$ cat src/rtl/tick_scheduler.sv
// Frame-tick prescaler plus rotation/wall/spawn event channels with run/pause sequencing.
// Define SPAWN_JITTER_EN to add LFSR jitter (0..3 extra frames) to the spawn interval.
//
// Ports:
//   clk, reset (async, active-low)
//   start, pause   : run control levels
//   cfg_valid/ready, cfg_sel, cfg_period : per-channel period write
//   frame_tick, rot_step, wall_step, spawn_evt : one-cycle registered pulses
//   running        : high in RUN
module tick_scheduler #(
  parameter int CLK_DIV     = 833334,
  parameter int DIV_BITS    = 20,
  parameter int PERIOD_BITS = 8
) (
  input  logic                   clk,
  input  logic                   reset,
  input  logic                   start,
  input  logic                   pause,
  input  logic                   cfg_valid,
  output logic                   cfg_ready,
  input  logic [1:0]             cfg_sel,
  input  logic [PERIOD_BITS-1:0] cfg_period,
  output logic                   frame_tick,
  output logic                   rot_step,
  output logic                   wall_step,
  output logic                   spawn_evt,
  output logic                   running
);

  localparam int SW = PERIOD_BITS + 1;
  localparam logic [DIV_BITS-1:0] DIV_LAST =
    DIV_BITS'(CLK_DIV - 1);

  typedef enum logic [1:0] {
    IDLE,
    RUN,
    PAUSED
  } state_t;

  state_t state, state_nxt;

  logic [DIV_BITS-1:0]    presc;
  logic                   at_last;
  logic                   adv;
  logic                   tick;
  logic                   acc;
  logic [2:0]             ld;

  logic [PERIOD_BITS-1:0] per [2];
  logic [PERIOD_BITS-1:0] cnt [2];
  logic [1:0]             pls;

  logic [PERIOD_BITS-1:0] sp_per;
  logic [SW-1:0]          sp_cnt;
  logic [SW-1:0]          sp_term;
  logic                   sp_wrap;
  logic                   sp_pls;

  always_ff @(posedge clk or negedge reset) begin
    if (!reset) state <= IDLE;
    else        state <= state_nxt;
  end

  always_comb begin
    state_nxt = state;
    unique case (state)
      IDLE:    if (start && !pause) state_nxt = RUN;
      RUN:     if (!start)    state_nxt = IDLE;
               else if (pause) state_nxt = PAUSED;
      PAUSED:  if (!start)    state_nxt = IDLE;
               else if (!pause) state_nxt = RUN;
      default: state_nxt = IDLE;
    endcase
  end

  assign running = (state == RUN);
  assign at_last = (presc == DIV_LAST);
  // Only advance when staying in RUN, so no pulse lands
  // in the first PAUSED or IDLE cycle.
  assign adv       = running && start && !pause;
  assign tick      = adv && at_last;
  assign cfg_ready = !(running && at_last);
  assign acc       = cfg_valid && cfg_ready;

  always_comb begin
    ld = '0;
    if (acc) begin
      unique case (1'b1)
        (cfg_sel == 2'd0): ld[0] = 1'b1;
        (cfg_sel == 2'd1): ld[1] = 1'b1;
        (cfg_sel == 2'd2): ld[2] = 1'b1;
        default:           ld    = '0;
      endcase
    end
  end

  always_ff @(posedge clk or negedge reset) begin
    if (!reset) begin
      presc      <= '0;
      frame_tick <= 1'b0;
    end else begin
      frame_tick <= tick;
      if (state == IDLE)
        presc <= '0;
      else if (adv)
        presc <= at_last ? '0 : presc + 1'b1;
    end
  end

  always_ff @(posedge clk or negedge reset) begin
    if (!reset) begin
      for (int i = 0; i < 2; i++) begin
        per[i] <= '0;
        cnt[i] <= '0;
      end
      pls <= '0;
    end else begin
      pls <= '0;
      for (int i = 0; i < 2; i++) begin
        if (ld[i]) begin
          per[i] <= cfg_period;
          cnt[i] <= '0;
        end else if (state == IDLE) begin
          cnt[i] <= '0;
        end else if (tick && per[i] != '0) begin
          if (cnt[i] == per[i] - 1'b1) begin
            cnt[i] <= '0;
            pls[i] <= 1'b1;
          end else begin
            cnt[i] <= cnt[i] + 1'b1;
          end
        end
      end
    end
  end

  assign rot_step  = pls[0];
  assign wall_step = pls[1];

`ifdef SPAWN_JITTER_EN
  logic [7:0]    lfsr;
  logic [7:0]    lfsr_nxt;
  logic [SW-1:0] term_q;

  function automatic logic [SW-1:0] jterm(
    input logic [PERIOD_BITS-1:0] p,
    input logic [1:0]             j
  );
    return {1'b0, p} - SW'(1) + SW'(j);
  endfunction

  assign lfsr_nxt =
    {lfsr[6:0], lfsr[7] ^ lfsr[5] ^ lfsr[4] ^ lfsr[3]};

  always_ff @(posedge clk or negedge reset) begin
    if (!reset) begin
      lfsr   <= 8'hA5;
      term_q <= '0;
    end else begin
      if (sp_wrap)
        lfsr <= lfsr_nxt;
      if (ld[2])
        term_q <= jterm(cfg_period, lfsr[1:0]);
      else if (sp_wrap)
        term_q <= jterm(sp_per, lfsr_nxt[1:0]);
    end
  end

  assign sp_term = term_q;
`else
  assign sp_term = {1'b0, sp_per} - SW'(1);
`endif

  assign sp_wrap = tick && (sp_per != '0) &&
                   (sp_cnt == sp_term);

  always_ff @(posedge clk or negedge reset) begin
    if (!reset) begin
      sp_per <= '0;
      sp_cnt <= '0;
      sp_pls <= 1'b0;
    end else begin
      sp_pls <= sp_wrap;
      if (ld[2]) begin
        sp_per <= cfg_period;
        sp_cnt <= '0;
      end else if (state == IDLE) begin
        sp_cnt <= '0;
      end else if (tick && sp_per != '0) begin
        sp_cnt <= sp_wrap ? '0 : sp_cnt + 1'b1;
      end
    end
  end

  assign spawn_evt = sp_pls;

endmodule
$ cat config.mk
export PLATFORM = sky130hd
export DESIGN_NAME = tick_scheduler
export DESIGN_NICKNAME = d
export VERILOG_FILES = /design/src/rtl/tick_scheduler.sv
export SDC_FILE = /design/constraint.sdc
export NUM_CORES = 1
export LEC_CHECK = 0
export ABC_AREA = 1
export CORE_UTILIZATION = 50
export CTS_BUF_LIST = sky130_fd_sc_hd__clkbuf_8 sky130_fd_sc_hd__clkbuf_16
export DETAILED_ROUTE_END_ITERATION = 8
export GPL_TIMING_DRIVEN = 0
export PLACE_DENSITY = 0.72
export SYNTH_ARGS = -nofsm -noshare
export SYNTH_HDL_FRONTEND = slang
export SYNTH_SLANG_ARGS = --single-unit
$ cat constraint.sdc
create_clock -name clk -period 3.4 [get_ports clk]
set_clock_uncertainty 0.15 [all_clocks]
set_input_delay 1.02 -clock clk [delete_from_list [all_inputs] [get_ports clk]]
set_output_delay 1.02 -clock clk [all_outputs]
set_load 0.005 [all_outputs]
# Yosys cells after proc, flatten, opt, wreduce, memory -nomap -nowiden
# Index checks and enable logic that the tools add are counted.
# word_totals
output_inout_bits	6
inputBits	15
register_bits	75
elab_cells	84
# op_classes
n_reduce_logical	22
add_sub_neg	7
eq_ne	11
muxes	33
# ops
operator	n
$mux 8	8
$mux 20	3
$mux 9	4
$reduce_bool 8->1	3
$add 20x1->20 const B	1
$eq 20x20->1 const B	1
$add 8x1->8 const B	2
$eq 8x8->1	2
$sub 8x1->8 const B	2
$mux 1	11
$logic_and 1x1->1	10
$mux 2	5
$add 9x1->9 const B	1
$eq 9x9->1	1
$reduce_bool 3->1	3
$sub 8x1->9 const B	1
$ne 3x3->1 const B	2
$pmux 2 s3	1
$eq 2x1->1 const B	2
$eq 2x2->1 const B	2
$logic_not 2->1	2
$mux 3	1
$reduce_and 3->1	1
$logic_not 1->1	2
other kinds (2)	2

# Depth between registers and ports, before layout
# Gate-level depths: netlist of the first run.
# logic_depth
word_depth	10
ltp_mapped	13
ltp_nobuf	13

# Worst setup path after synthesis of the first run
# OpenSTA, ideal clock, no wires.
# synth_timing
path_kind	reg2out
startpoint	reg presc[1]
endpoint	out cfg_ready
path_stages_with_launch	8
setup_slack_ns	1.022
arrival_time_ns	1.208
required_ns	2.230
path_buffers	0
path_cell_list	dfrtp_1 inv_1 ha_1 nand2_1 nor3_4 nand2_2 inv_1 nand2_1
# synth_between
elab_chain_cells	3
# synth_rtl
item	line_no	text
from (decl)	42	logic [DIV_BITS-1:0] presc;
from (signal assigned)	106	presc <= at_last ? '0 : presc + 1'b1;
$eq 20x20->1	77	assign at_last = (presc == DIV_LAST);
$logic_and 1x1->1	82	assign cfg_ready = !(running && at_last);
$logic_not 1->1	82	
to (decl)	20	output logic cfg_ready,
# No other way between the ends.

# Worst setup path in the final report of the first run
# layout_timing
startpoint	reg presc[16]
endpoint	out cfg_ready
# The elaborated chain is that of the path after synthesis.

==> impl_metrics.py, run 1 <==
metrics = {
    "routing": {
        "drc_errors": 0,
        "ant_nets": 0,
        "drt_pass1_iterations": 5,
        "drt_iter0_drc": 220,
        "via_count": 4578,
        "routed_wl_mm": 11.7,
        "vias_per_cell": 5.32,
        "wire_per_inst_um": 13.6,
    },
    "placement": {
        "port_buffers": 20,
        "place_area_mm2": 0.00542,
        "dpl.hpwl_mm": 8.82,
        "dp.cells": 844,
        "post-place-ws_ns": 0.381,
        "routabilityCongestion": 0.909,
    },
    "synthesis": {
        "syn-mean-instance-area_um2": 7.30,
        "synth_top_cell_by_area": "dfrtp_1",
        "yosysWarnings": 0,
        "synth_top_area_frac": 0.373,
        "synth_fp_nets": 715,
        "synth.distinct_cells": 40,
        "syn-instance-count": 690,
        "synthArstFlopShare": 1.00,
        "synthFlopType": "dfrtp_1",
        "synth_edf_count": 0,
        "ys_seq_area_frac": 0.373,
        "synth-seq-cells": 75,
        "syn-cell-area_mm2": 0.00503,
        "ys_top_cells_by_area": "dfrtp_1 37%, nand2_1 14%, inv_1 6.6%, nand3_1 6.3%, nor2_1 5.8%",
    },
    "clock_tree": {
        "clockRootBuffer": "clkbuf_8",
        "cts_buffers": 9,
        "cts.reportedPaths.clkPinSlew_ns": 0.07,
        "cts_hold_buf": 0,
        "clock_sinks": 75,
        "worstSkewPairLatency_ns": 0.36,
        "clockBufferDepth": 2,
        "htreeDepth": 3,
        "cts_tree": "built",
    },
    "sta": {
        "slew_viol_final": 0,
        "hold_violations": 0,
        "setup_tns_ns": 0,
        "relSlewSlack": 0.578,
        "period_share": 0.941,
        "fin_crit_ns": 3.20,
        "fmax_mhz": 313,
        "worst_pin_slew_ns": 0.633,
        "rsz0062_at_grt": "false",
        "timing.hold.ws_ns": 0.373,
        "setup_violations": 0,
        "fin_ws_ns": 0.201,
    },
    "grt": {
        "grt_start_max_net_pins": 42,
        "grt_pass1_wl_mm": 19.9,
        "gr-total-overflow": 0,
        "antenna_found_initial": 0,
        "grt_pass1_vias": 4305,
        "track_usage": 0.246,
    },
    "floorplanning": {
        "die-area_mm2": 0.0105,
        "start_util": 0.515,
        "coreArea_mm2": 0.00977,
        "die_h_um": 102,
        "ios": 21,
        "die_w_um": 102,
        "rows": 36,
    },
    "final_layout": {
        "stdcell_area_mm2": 0.00562,
        "fin_util": 0.575,
        "syn2layout_area_growth_pct": 11.6,
        "fillCellCount": 934,
        "final_layout_size_suffix_gt1_frac": 0.0812,
        "final_cells": 860,
        "register_area_mm2": 0.00188,
        "layout_common_cells": "183 x nand2_1, 90 x inv_1, 78 x nor2_1",
        "diodes": 0,
        "final_common_cell": "nand2_1",
        "nets": 749,
        "multi_input_area_mm2": 0.00271,
    },
    "power": {
        "sequentialPowerShare": 0.476,
        "switching_power_mw": 0.657,
        "power_frac_comb": 0.201,
        "power.share.switching": 0.313,
        "p_total_mw": 2.10,
        "cellLeakagePower_nw": 2.77,
        "p_int_mw": 1.44,
        "ir_drop_uv": 187,
        "clockPowerShare": 0.323,
        "powerDensity_mw_per_mm2": 374,
    },
    "setup_path": {
        "start_kind": "flop",
        "arrival_ns": 2.03,
        "path_class": "flop to output port",
        "critPathRequiredTime_ns": 2.23,
        "critPathMaxFanout": 5,
        "rr_worst_depth": 8,
        "end_kind": "output port",
    },
    "run_status": {
        "status": "finished, final reports clean",
    },
    "flow_run": {
        "drv_cap": 0,
    },
    "hold_path": {
        "hp-class": "flop to flop",
        "min_path_cells": 2,
    },
}
==> flip-flops by register name, indices dropped and copies added, names as in the netlist, 2 cells and up <==
signal / count
per: 16
cnt: 16
pls: 2
state: 2
presc: 20
sp_per: 8
sp_cnt: 9
==> logic make-up (layout without fill, tap and decap cells) <==
kind of cell / count (synthesis) / in the layout / share of synthesized area
xor+xnor: 37 / 37 / 0.0671
buf+inv: 109 / 146 / 0.0897
simple gates: 410 / 410 / 0.394
fa+ha+maj: 10 / 10 / 0.0249
compound gates: 49 / 49 / 0.0517
flops: 75 / 75 / 0.373
==> power by group through the flow <==
stage | clock [mW] | sequential (mW) | combinational [mW]
6_report | 0.678 | 0.999 | 0.422
4_1_cts | 0.692 | 0.997 | 0.424
3_3_place_gp | 0 | 1.01 | 0.402
5_1_grt | 0.734 | 1.01 | 0.489
2_1_floorplan | 0 | 0.997 | 0.311
3_5_place_dp | 0 | 1.01 | 0.423
==> critical path: stages (launching register included) <==
cell             delay (ns)
dfrtp_1                0.44
inv_1                  0.14
nand4_2                0.19
nor3_4                 0.24
nand2_2                0.09
inv_1                  0.07
nand2_1                0.05
clkdlybuf4s50_1        0.45
==> metal layers <==
layer / track usage / vias to the layer above / part of all wire
met4: 0.0967 / 0 / 0.018
li1: - / 2297 / -
met1: 0.328 / 2145 / 0.47
met3: 0.0363 / 20 / 0.052
met2: 0.404 / 116 / 0.47
met5: 0 / - / 0
==> cell type report <==
type | count | area share
Tap cell | 133 | 0.0296
Clock buffer | 10 | 0.0245
Clock inverter | 4 | 0.00780
Buffer | 13 | 0.0160
Inverter | 96 | 0.0644
Timing Repair Buffer | 23 | 0.0414
Multi-Input combinational cell | 506 | 0.482
Sequential cell | 75 | 0.334
==> synth_stat cells, types with 3 or more instances <==
| cell | instances |
|---|---|
| nand2_1 | 183 |
| inv_1 | 89 |
| nor2_1 | 78 |
| dfrtp_1 | 75 |
| nand3_1 | 63 |
| nand4_1 | 35 |
| o21ai_0 | 31 |
| xor2_1 | 29 |
| nor3_1 | 17 |
| ha_1 | 10 |
| xnor2_1 | 7 |
| buf_4 | 6 |
| o21ai_1 | 6 |
| inv_2 | 5 |
| nand3_4 | 4 |
| nand4_4 | 4 |
| nor2_4 | 4 |
| o22ai_1 | 4 |
| a21oi_1 | 3 |
| buf_2 | 3 |
| nand2_2 | 3 |
| nand3b_1 | 3 |
| nor3b_1 | 3 |
| nor4_1 | 3 |
==> worst paths after layout <==
check,startpoint,to,slack (ns)
max,presc[16],cfg_ready,0.20
min,per[7],per[7],0.37
max reg2reg,presc[0],presc[18],1.27
min reg2reg,per[7],per[7],0.37
max in group asynchronous,reset,presc[0],2.05
min in group asynchronous,reset,presc[17],0.46
==> timing repair <==
item                                    CTS  global route
resized for setup                         0             1
endpoints found under the setup margin    0             1
buffers inserted                          0             2
Note: power is estimated with default switching activity, not from simulation.
==> run 2: changes to the inputs <==
CAP_MARGIN = 5   (was not set)
SLEW_MARGIN = 20   (was not set)
==> results of run 2 <==
No change in the layout: final DEF, timing and power equal those of run 1.
